## src/rtl/irq_pkg.sv

```systemverilog
// Shared definitions for the interrupt router: register offsets, line count
// and the lowest-index priority helper used by the claim register.
package irq_pkg;

  localparam int IRQ_LINES   = 4;
  localparam int IRQ_MAX_SRC = 16;

  typedef enum logic [2:0] {
    IRQ_PEND  = 3'd0,
    IRQ_MASK  = 3'd1,
    IRQ_MODE  = 3'd2,
    IRQ_ROUTE = 3'd3,
    IRQ_ACK   = 3'd4,
    IRQ_CLAIM = 3'd5
  } irq_off_e;

  // Scans from the top so the lowest set index is the last assignment made.
  function automatic logic [3:0] lowest_set(input logic [IRQ_MAX_SRC-1:0] v);
    logic [3:0] idx;
    idx = 4'd0;
    for (int i = IRQ_MAX_SRC - 1; i >= 0; i--) begin
      if (v[i]) idx = 4'(i);
    end
    return idx;
  endfunction

endpackage

```

## src/rtl/irq_router_if.sv

```systemverilog
// Data-memory bus slice decoded for the interrupt router.
interface irq_router_if;
  logic        sel;
  logic [2:0]  addr;
  logic        we;
  logic [31:0] wd;
  logic [31:0] rd;

  modport master (output sel, addr, we, wd, input rd);
  modport slave  (input sel, addr, we, wd, output rd);
endinterface

```

## src/rtl/irq_sync.sv

```systemverilog
// One-bit two-flop synchronizer with a delayed copy for rising-edge detection.
module irq_sync (
  input  logic clk,
  input  logic rst,
  input  logic a,
  output logic s,
  output logic rise
);

  logic meta;
  logic p;

  // NOTE: sequential state uses non-blocking assignments so every flop samples
  // the pre-edge value of its neighbour; blocking here would collapse the chain.
  always_ff @(posedge clk) begin
    if (!rst) begin
      meta <= 1'b0;
      s    <= 1'b0;
      p    <= 1'b0;
    end else begin
      meta <= a;
      s    <= meta;
      p    <= s;
    end
  end

  assign rise = s & ~p;

endmodule

```

## src/rtl/irq_router.sv

```systemverilog
// Memory-mapped interrupt controller: synchronizes requests, latches edges,
// masks and routes them onto the core's four INT lines, with claim/ack regs.
module irq_router
  import irq_pkg::*;
#(
  parameter int N_SRC = 8
) (
  input  logic                 clk,
  input  logic                 rst,
  input  logic [N_SRC-1:0]     irq_in,
  irq_router_if.slave          bus,
  output logic [IRQ_LINES-1:0] INT
);

  logic [N_SRC-1:0]   s;
  logic [N_SRC-1:0]   rise;
  logic [N_SRC-1:0]   mask;
  logic [N_SRC-1:0]   mode;
  logic [N_SRC-1:0]   epend;
  logic [2*N_SRC-1:0] route;

  for (genvar i = 0; i < N_SRC; i++) begin : g_sync
    irq_sync u_sync (
      .clk  (clk),
      .rst  (rst),
      .a    (irq_in[i]),
      .s    (s[i]),
      .rise (rise[i])
    );
  end

  logic             wr;
  logic [N_SRC-1:0] wd_src;
  logic [N_SRC-1:0] ack;
  logic [N_SRC-1:0] mode_chg;

  assign wr       = bus.sel & bus.we;
  assign wd_src   = bus.wd[N_SRC-1:0];
  assign ack      = (wr && bus.addr == IRQ_ACK)  ? wd_src          : '0;
  assign mode_chg = (wr && bus.addr == IRQ_MODE) ? (wd_src ^ mode) : '0;

  always_ff @(posedge clk) begin
    if (!rst) begin
      mask  <= '0;
      mode  <= '1;
      route <= '0;
      epend <= '0;
    end else begin
      // Mode change clears and swallows a coincident event; a new event beats ACK.
      epend <= ~mode_chg & ((rise & mode) | (epend & ~ack));
      if (wr && bus.addr == IRQ_MASK)  mask  <= wd_src;
      if (wr && bus.addr == IRQ_MODE)  mode  <= wd_src;
      if (wr && bus.addr == IRQ_ROUTE) route <= bus.wd[2*N_SRC-1:0];
    end
  end

  logic [N_SRC-1:0]       pend;
  logic [N_SRC-1:0]       active;
  logic [IRQ_MAX_SRC-1:0] active_w;
  logic [31:0]            claim;
  logic [IRQ_LINES-1:0]   int_lines;

  assign pend     = (mode & epend) | (~mode & s);
  assign active   = pend & mask;
  assign active_w = IRQ_MAX_SRC'(active);
  assign claim    = {|active, 27'd0, lowest_set(active_w)};

  // NOTE: every always_comb output gets a default before any conditional
  // update, otherwise unassigned paths would infer latches.
  always_comb begin
    int_lines = '0;
    for (int i = 0; i < N_SRC; i++) begin
      if (active[i]) int_lines[route[2*i +: 2]] = 1'b1;
    end
  end

  assign INT = int_lines;

  logic [31:0] rd_mux;

  always_comb begin
    rd_mux = '0;
    case (bus.addr)
      IRQ_PEND:  rd_mux = 32'(pend);
      IRQ_MASK:  rd_mux = 32'(mask);
      IRQ_MODE:  rd_mux = 32'(mode);
      IRQ_ROUTE: rd_mux = 32'(route);
      IRQ_CLAIM: rd_mux = claim;
      default:   rd_mux = '0;
    endcase
  end

  assign bus.rd = bus.sel ? rd_mux : '0;

  logic unused_wd;
  assign unused_wd = ^bus.wd;

endmodule

```

## src/flat_wrapper.sv

```systemverilog
// flat-port wrapper written by rule: the top's interface ports become plain ports
module irq_router_flat import irq_pkg::*;
#(
  parameter int N_SRC = 8
)
  (clk, rst, irq_in, INT, bus_sel, bus_addr, bus_we, bus_wd, bus_rd);
  irq_router_if bus_i ();
  input  logic clk;
  input  logic rst;
  input  logic [N_SRC-1:0] irq_in;
  output logic [IRQ_LINES-1:0] INT;
  input wire logic [$bits(bus_i.sel)-1:0] bus_sel;
  input wire logic [$bits(bus_i.addr)-1:0] bus_addr;
  input wire logic [$bits(bus_i.we)-1:0] bus_we;
  input wire logic [$bits(bus_i.wd)-1:0] bus_wd;
  output wire logic [$bits(bus_i.rd)-1:0] bus_rd;
  assign bus_i.sel = bus_sel;
  assign bus_i.addr = bus_addr;
  assign bus_i.we = bus_we;
  assign bus_i.wd = bus_wd;
  assign bus_rd = bus_i.rd;
  irq_router #(.N_SRC(N_SRC)) u_core (.clk(clk), .rst(rst), .irq_in(irq_in), .bus(bus_i), .INT(INT));
endmodule
```

## config.mk

```make
export PLATFORM = sky130hd
export DESIGN_NAME = irq_router_flat
export DESIGN_NICKNAME = d
export VERILOG_FILES = /design/src/rtl/irq_pkg.sv /design/src/rtl/irq_router_if.sv /design/src/rtl/irq_sync.sv /design/src/rtl/irq_router.sv /design/src/flat_wrapper.sv
export SDC_FILE = /design/constraint.sdc
export NUM_CORES = 1
export LEC_CHECK = 0
export BUFFER_PORTS_ARGS = -buffer_cell sky130_fd_sc_hd__buf_2
export CORE_MARGIN = 8
export CORE_UTILIZATION = 55
export CTS_BUF_LIST = sky130_fd_sc_hd__clkbuf_4 sky130_fd_sc_hd__clkbuf_8 sky130_fd_sc_hd__clkbuf_16
export DETAILED_ROUTE_END_ITERATION = 7
export GPL_TIMING_DRIVEN = 0
export PLACE_DENSITY = 0.89
export SLEW_MARGIN = 30
export SYNTH_ARGS = -nofsm -noshare
export SYNTH_HDL_FRONTEND = slang
export SYNTH_SLANG_ARGS = --single-unit
```

## constraint.sdc

```tcl
create_clock -name clk -period 2.9 [get_ports clk]
set_input_delay 0.29 -clock clk [delete_from_list [all_inputs] [get_ports clk]]
set_output_delay 0.29 -clock clk [all_outputs]
set_load 0.02 [all_outputs]
```

==> results of run 1 <==
## metrics by stage
step | setup slack (ps) | cells
final | 327 | 534
after global routing | 269 | 534
after CTS | 357 | 534
after detailed placement | 780 | 519
after global placement | 823 | 519
after floorplan | 913 | 395
## path summary, 6_finish.rpt
| kind | startpoint | to | slack [ps] |
|---|---|---|---|
| max reg2reg | u_core.mode[2] | u_core.epend[2] | 1980 |
| max | u_core.mode[3] | INT[2] | 330 |
| min | irq_in[1] | u_core.g_sync[1].u_sync.meta | 140 |
| min reg2reg | u_core.g_sync[7].u_sync.meta | u_core.g_sync[7].u_sync.s | 440 |
## area by class of cell
class                   count  area [um2]  area share (%)
inverters                  25        93.8            2.39
repair buffers             49         245            6.24
well taps                  75        93.8            2.39
clock buffers              12         153            3.88
multi-input cells         275        1840            46.8
clock inverters             3        42.5            1.08
flip-flops and latches     64        1280            32.6
plain buffers              31         181            4.61
## per-layer routing
layer	routed length, um	part of all wire [%]	GRT usage, %	up-vias
met3	804	8.9	7.35	22
met2	4200	47	33.9	144
met5	0	0	0	-
met4	212	2.4	8.45	0
li1	-	-	-	1460
met1	3790	42	23.0	1412
## power by group through the flow
stage / registers (mW) / logic (mW) / clock network, mW
2_1_floorplan: 0.938 / 0.137 / 0
3_3_place_gp: 0.942 / 0.192 / 0
3_5_place_dp: 0.944 / 0.198 / 0
4_1_cts: 0.924 / 0.199 / 0.778
5_1_grt: 0.927 / 0.220 / 0.820
6_report: 0.925 / 0.203 / 0.767
## logic make-up after synthesis
family | count (synthesis) | synth area share (%)
and+or+nand+nor | 130 | 22.9
other | 1 | 0.112
muxes | 38 | 11.8
AOI/OAI and AO/OA | 84 | 16.5
xor gates and xnor gates | 8 | 2.10
buffers and inverters | 56 | 8.23
DFF | 64 | 38.3
## cell usage in the layout (no fill, tap or decap), drive strengths merged, types with 2 or more instances in the layout
master / count
o211ai: 9
nand2: 19
nand3b: 10
nor2b: 22
o311ai: 4
mux2i: 29
o21ai: 34
clkbuf: 23
nand2b: 6
or4: 3
nand4: 4
o22a: 2
o32ai: 7
and3: 4
nor2: 9
mux2: 9
o22ai: 3
nand3: 11
a22oi: 6
a21oi: 9
conb: 15
and2: 38
o31ai: 2
xnor2: 8
dfxtp: 64
buf: 69
inv: 25
## sequential cells by signal, indices dropped and copies added (netlist names)
signal	cells
u_core.mask	8
u_core.g_sync.u_sync.p	8
u_core.route	16
u_core.mode	8
u_core.g_sync.u_sync.s	8
u_core.epend	8
u_core.g_sync.u_sync.meta	8
==> out/qor.txt, run 1 <==
Syn Area/Cell = 8.78 um2
GP Congestion = 0.967
Setup bufs post-CTS = 0
Clock Latency Late Sink = 350 ps
Synthesized flop and latch total = 64
Delay-heaviest family, CP = simple AND/OR/NAND/NOR gates
Clock slew seen by the registers of the worst setup and hold paths = 70 ps
Die Span X = 94.0 um
Largest net degree at the start of global routing = 11
Clk buf depth = 2
CP Capture Type = output pin
Synthesized area = 3340 um2
Setup TNS = 0 ps
Sw frac = 24.9%
# setup viols final = 0
Slew headroom = 62.4%
CTS resizes = 0
Worst R2R Path Depth = 3
Max Cap Violations = 0
Hold slack = 144 ps
Synth warn = 0
Die Footprint = 8830 um2
Leak Pwr = 1.76 nW
Power density over the cells = 482 nW/um2
Final hold vios = 0
First-pass DRT Iterations = 5
Fin crit period = 2570 ps
Synth cell types = 45
Seq/Total Area, Yosys = 38.3%
Final Skew = 7.48 ps
WL final = 9010 um
Achievable frequency = 389 MHz
Area growth, synth to finish = 17.5%
Worst hold path class = in2reg
H-tree depth = 3
Rows = 28
Layout Nets = 502
Most used flip-flop cell after synthesis = dfxtp_1
Vias per cell = 5.69
Layout cell share with drive strength beyond 1 = 21.1%
Clk pwr share = 40.5%
Buffers and inverters on the worst path = 1
Internal power = 1.42 mW
Placed cell areas = 3740 um2
HPWL Detailed = 6780 um
Post-CTS Hold Buffers = 0
Tot GR Track Use = 20.4%
Core Util, Final = 66.8%
DRC viols = 0
Core footprint = 5890 um2
Fin area = 3930 um2
Combinational share of power = 10.7%
Final slew viol count = 0
Share of Yosys cell area claimed by the top area cell type = 38.3%
I/O pins = 83
Synth top area cells = dfxtp_1 (38%), mux2i_1 (8.7%), and2_1 (7.1%)
Hold-critical path depth = 2
Switching pwr = 0.471 mW
Worst Path Class, Setup = reg2out
Final period utilization = 88.7%
Async S/R FF share, synth = 0%
Global-route wire length before repair = 14000 um
Critical Path RT = 2610 ps
Post-synth EDFFs = 0
CTS tree = yes
Slowest Stage Delay on Critical Path = 540 ps
Drt wl/cell = 16.9 um
Crit-path cells = mux2i_1 -> nand2b_1 -> o32ai_1 -> or4_1 -> buf_2
Grt total ovfl = 0
Outcome = finished, final reports clean
Crit path DAT = 2280 ps
Worst slew pin tran = 564 ps
CTS Buf Count = 9
Peak supply drop = 0.495 mV
Crit-path slowest cell = or4_1
Area leader, netlist = dfxtp_1
CP Launch Type = flip-flop
Fillers = 506
PortBufs = 49
Tot Pwr = 1.89 mW
Initial antenna violation count = 0
Clock tree sinks = 64
Routed via count = 3038
N_diodes = 0
Most common cell in the netlist = dfxtp_1
RSZ-0062 raised after global routing = no
Crit path max fanout = 7
Vias in the first global route = 2917
CTS Root Cell = clkbuf_8
Most frequent cells after synthesis = dfxtp_1 (64), and2_1 (38), o21ai_0 (32)
Initial DRC Count = 293
CP Depth = 5
Die H = 94.0 um
Routed Antenna Nets = 0
Part of the power in registers = 48.8%
Post-Synthesis Cells = 381
Initial Util = 56.8%
(Power assumes the default switching activity.)
==> run 2, diff against run 1 <==
Settings changed: ABC_AREA set to 1, PLACE_DENSITY 0.89 to 0.9.
==> out/qor.txt, run 2 <==
Outcome = finished, final reports clean
Worst hold path class = in2reg
Final slew viol count = 0
Core footprint = 5540 um2
Setup TNS = 0 ps
Synth warn = 0
Most frequent cells after synthesis = nand2_1 (99), dfxtp_1 (64), inv_1 (59)
Area growth, synth to finish = 18.4%
Die Span X = 91.9 um
CTS Buf Count = 9
Max reg flops = 16
Clock tree sinks = 64
Most common cell in the netlist = nand2_1
Post-Synthesis Cells = 451
Clock slew seen by the registers of the worst setup and hold paths = 70 ps
Worst R2R Setup Slack = 1980 ps
Peak supply drop = 0.424 mV
Final Skew = 3.80 ps
# setup viols final = 0
Syn Area/Cell = 7.03 um2
Seq/Total Area, Yosys = 40.4%
Final hold vios = 0
Global-route wire length before repair = 14700 um
Fillers = 510
Hold slack = 119 ps
WL final = 8960 um
Post-place setup slack = 975 ps
Clock Latency Late Sink = 350 ps
Fin crit period = 2260 ps
RSZ-0062 raised after global routing = no
Post-CTS Hold Buffers = 0
Synthesized flop and latch total = 64
Critical Path RT = 2610 ps
Max Cap Violations = 0
CTS Root Cell = clkbuf_8
Most frequent cells in the layout = nand2_1 (99), dfxtp_1 (64), inv_1 (59)
Die H = 91.9 um
Die Footprint = 8450 um2
CTS tree = yes
Routed via count = 3289
Worst slew pin tran = 620 ps
Biggest register = u_core.route
Post-synth EDFFs = 0
Synth top area cells = dfxtp_1 (40%), nand2_1 (12%), inv_1 (7.0%)
I/O pins = 83
Slew headroom = 58.4%
Routed Antenna Nets = 0
Final period utilization = 77.9%
Layout Nets = 573
Most used flip-flop cell after synthesis = dfxtp_1
HPWL Detailed = 6650 um
Largest net degree at the start of global routing = 12
Fin area = 3750 um2
Power density over the cells = 502 nW/um2
Crit path max fanout = 5
Leak Pwr = 1.87 nW
Initial DRC Count = 297
Rows = 27
H-tree depth = 3
Vias in the first global route = 3205
GP Congestion = 0.972
Synth cell types = 34
Drt wl/cell = 14.9 um
Tot GR Track Use = 21.4%
N_diodes = 0
Area leader, netlist = dfxtp_1
Setup bufs post-CTS = 0
Tot Pwr = 1.88 mW
Core Util, Final = 67.8%
DRC viols = 0
Post-route non-filler standard cell count = 603
Achievable frequency = 443 MHz
First-pass DRT Iterations = 5
Placed cell areas = 3560 um2
Grt total ovfl = 0
Initial Util = 57.2%
PortBufs = 50
Synthesized area = 3170 um2
CTS resizes = 0
Reg area = 1280 um2
Async S/R FF share, synth = 0%
CP Launch Type = flip-flop
CP Capture Type = output pin
Cell Count Post-Placement = 587
Multi-input gate area = 1490 um2
Leading cell type in the layout, fill and taps excluded = nand2_1
Vias per cell = 5.45
Layout cell share with drive strength beyond 1 = 20.2%
Share of Yosys cell area claimed by the top area cell type = 40.4%
Clk buf depth = 2
Worst Path Class, Setup = reg2out
Crit path DAT = 1970 ps
Setup ws final = 642 ps
Initial antenna violation count = 0
==> run 2: changes by cell type after synthesis, moves of 8 or more <==
cell and change:
mux2i_1 -29, mux2_2 -8, nor2b_1 -21, xnor2_1 -8
nor3_1 +38, inv_1 +34, inv_2 +12, and2_1 -38
o21ai_1 +18, o21ai_0 -15, a21oi_1 +30, nand2_1 +80
==> run 2: logic make-up after synthesis <==
kind of cell,after synthesis,share of synthesized area [%]
buffers and inverters,100,14.4
DFF,64,40.4
other,1,0.118
AOI/OAI and AO/OA,103,18.6
and+or+nand+nor,183,26.5
==> run 2: area by class of cell <==
type	count	share of cell area (%)
well taps	72	2.40
clock buffers	10	3.50
flip-flops and latches	64	34.1
multi-input cells	301	39.6
inverters	73	7.30
repair buffers	50	6.66
plain buffers	27	4.83
clock inverters	6	1.60
==> run 2: final timing paths <==
check,from,end,depth (start not counted)
setup / recovery,u_core.mode[2],INT[0],8
hold / removal,irq_in[7],u_core.g_sync[7].u_sync.meta,3
setup reg to reg,u_core.mode[2],u_core.epend[2],4
hold reg to reg,u_core.g_sync[7].u_sync.meta,u_core.g_sync[7].u_sync.s,2
==> run 2: critical path, cell delays in order (launching register included) <==
cell,delay [ps]
dfxtp_1,440
inv_1,120
nand2_1,80
nand2_1,110
nand2_1,150
nor3_1,60
nor4_1,380
nand2_1,100
buf_2,180
==> run 2: routing by layer <==
| metal | routed length (um) | share of wire, % | vias up | GRT usage (%) |
|---|---|---|---|---|
| met1 | 3730 | 42 | 1480 | 24.1 |
| met3 | 943 | 11 | 24 | 8.15 |
| met2 | 4090 | 46 | 172 | 35.4 |
| met4 | 196 | 2.2 | 0 | 8.86 |
| met5 | 0 | 0 | - | 0 |
| li1 | - | - | 1613 | - |
==> run 2: where the power goes <==
group	total [mW]	switching (mW)	internal [mW]	leakage, nW
registers	0.926	0.0181	0.908	0.522
clock network	0.762	0.361	0.401	0.0955
logic	0.196	0.127	0.0685	1.25
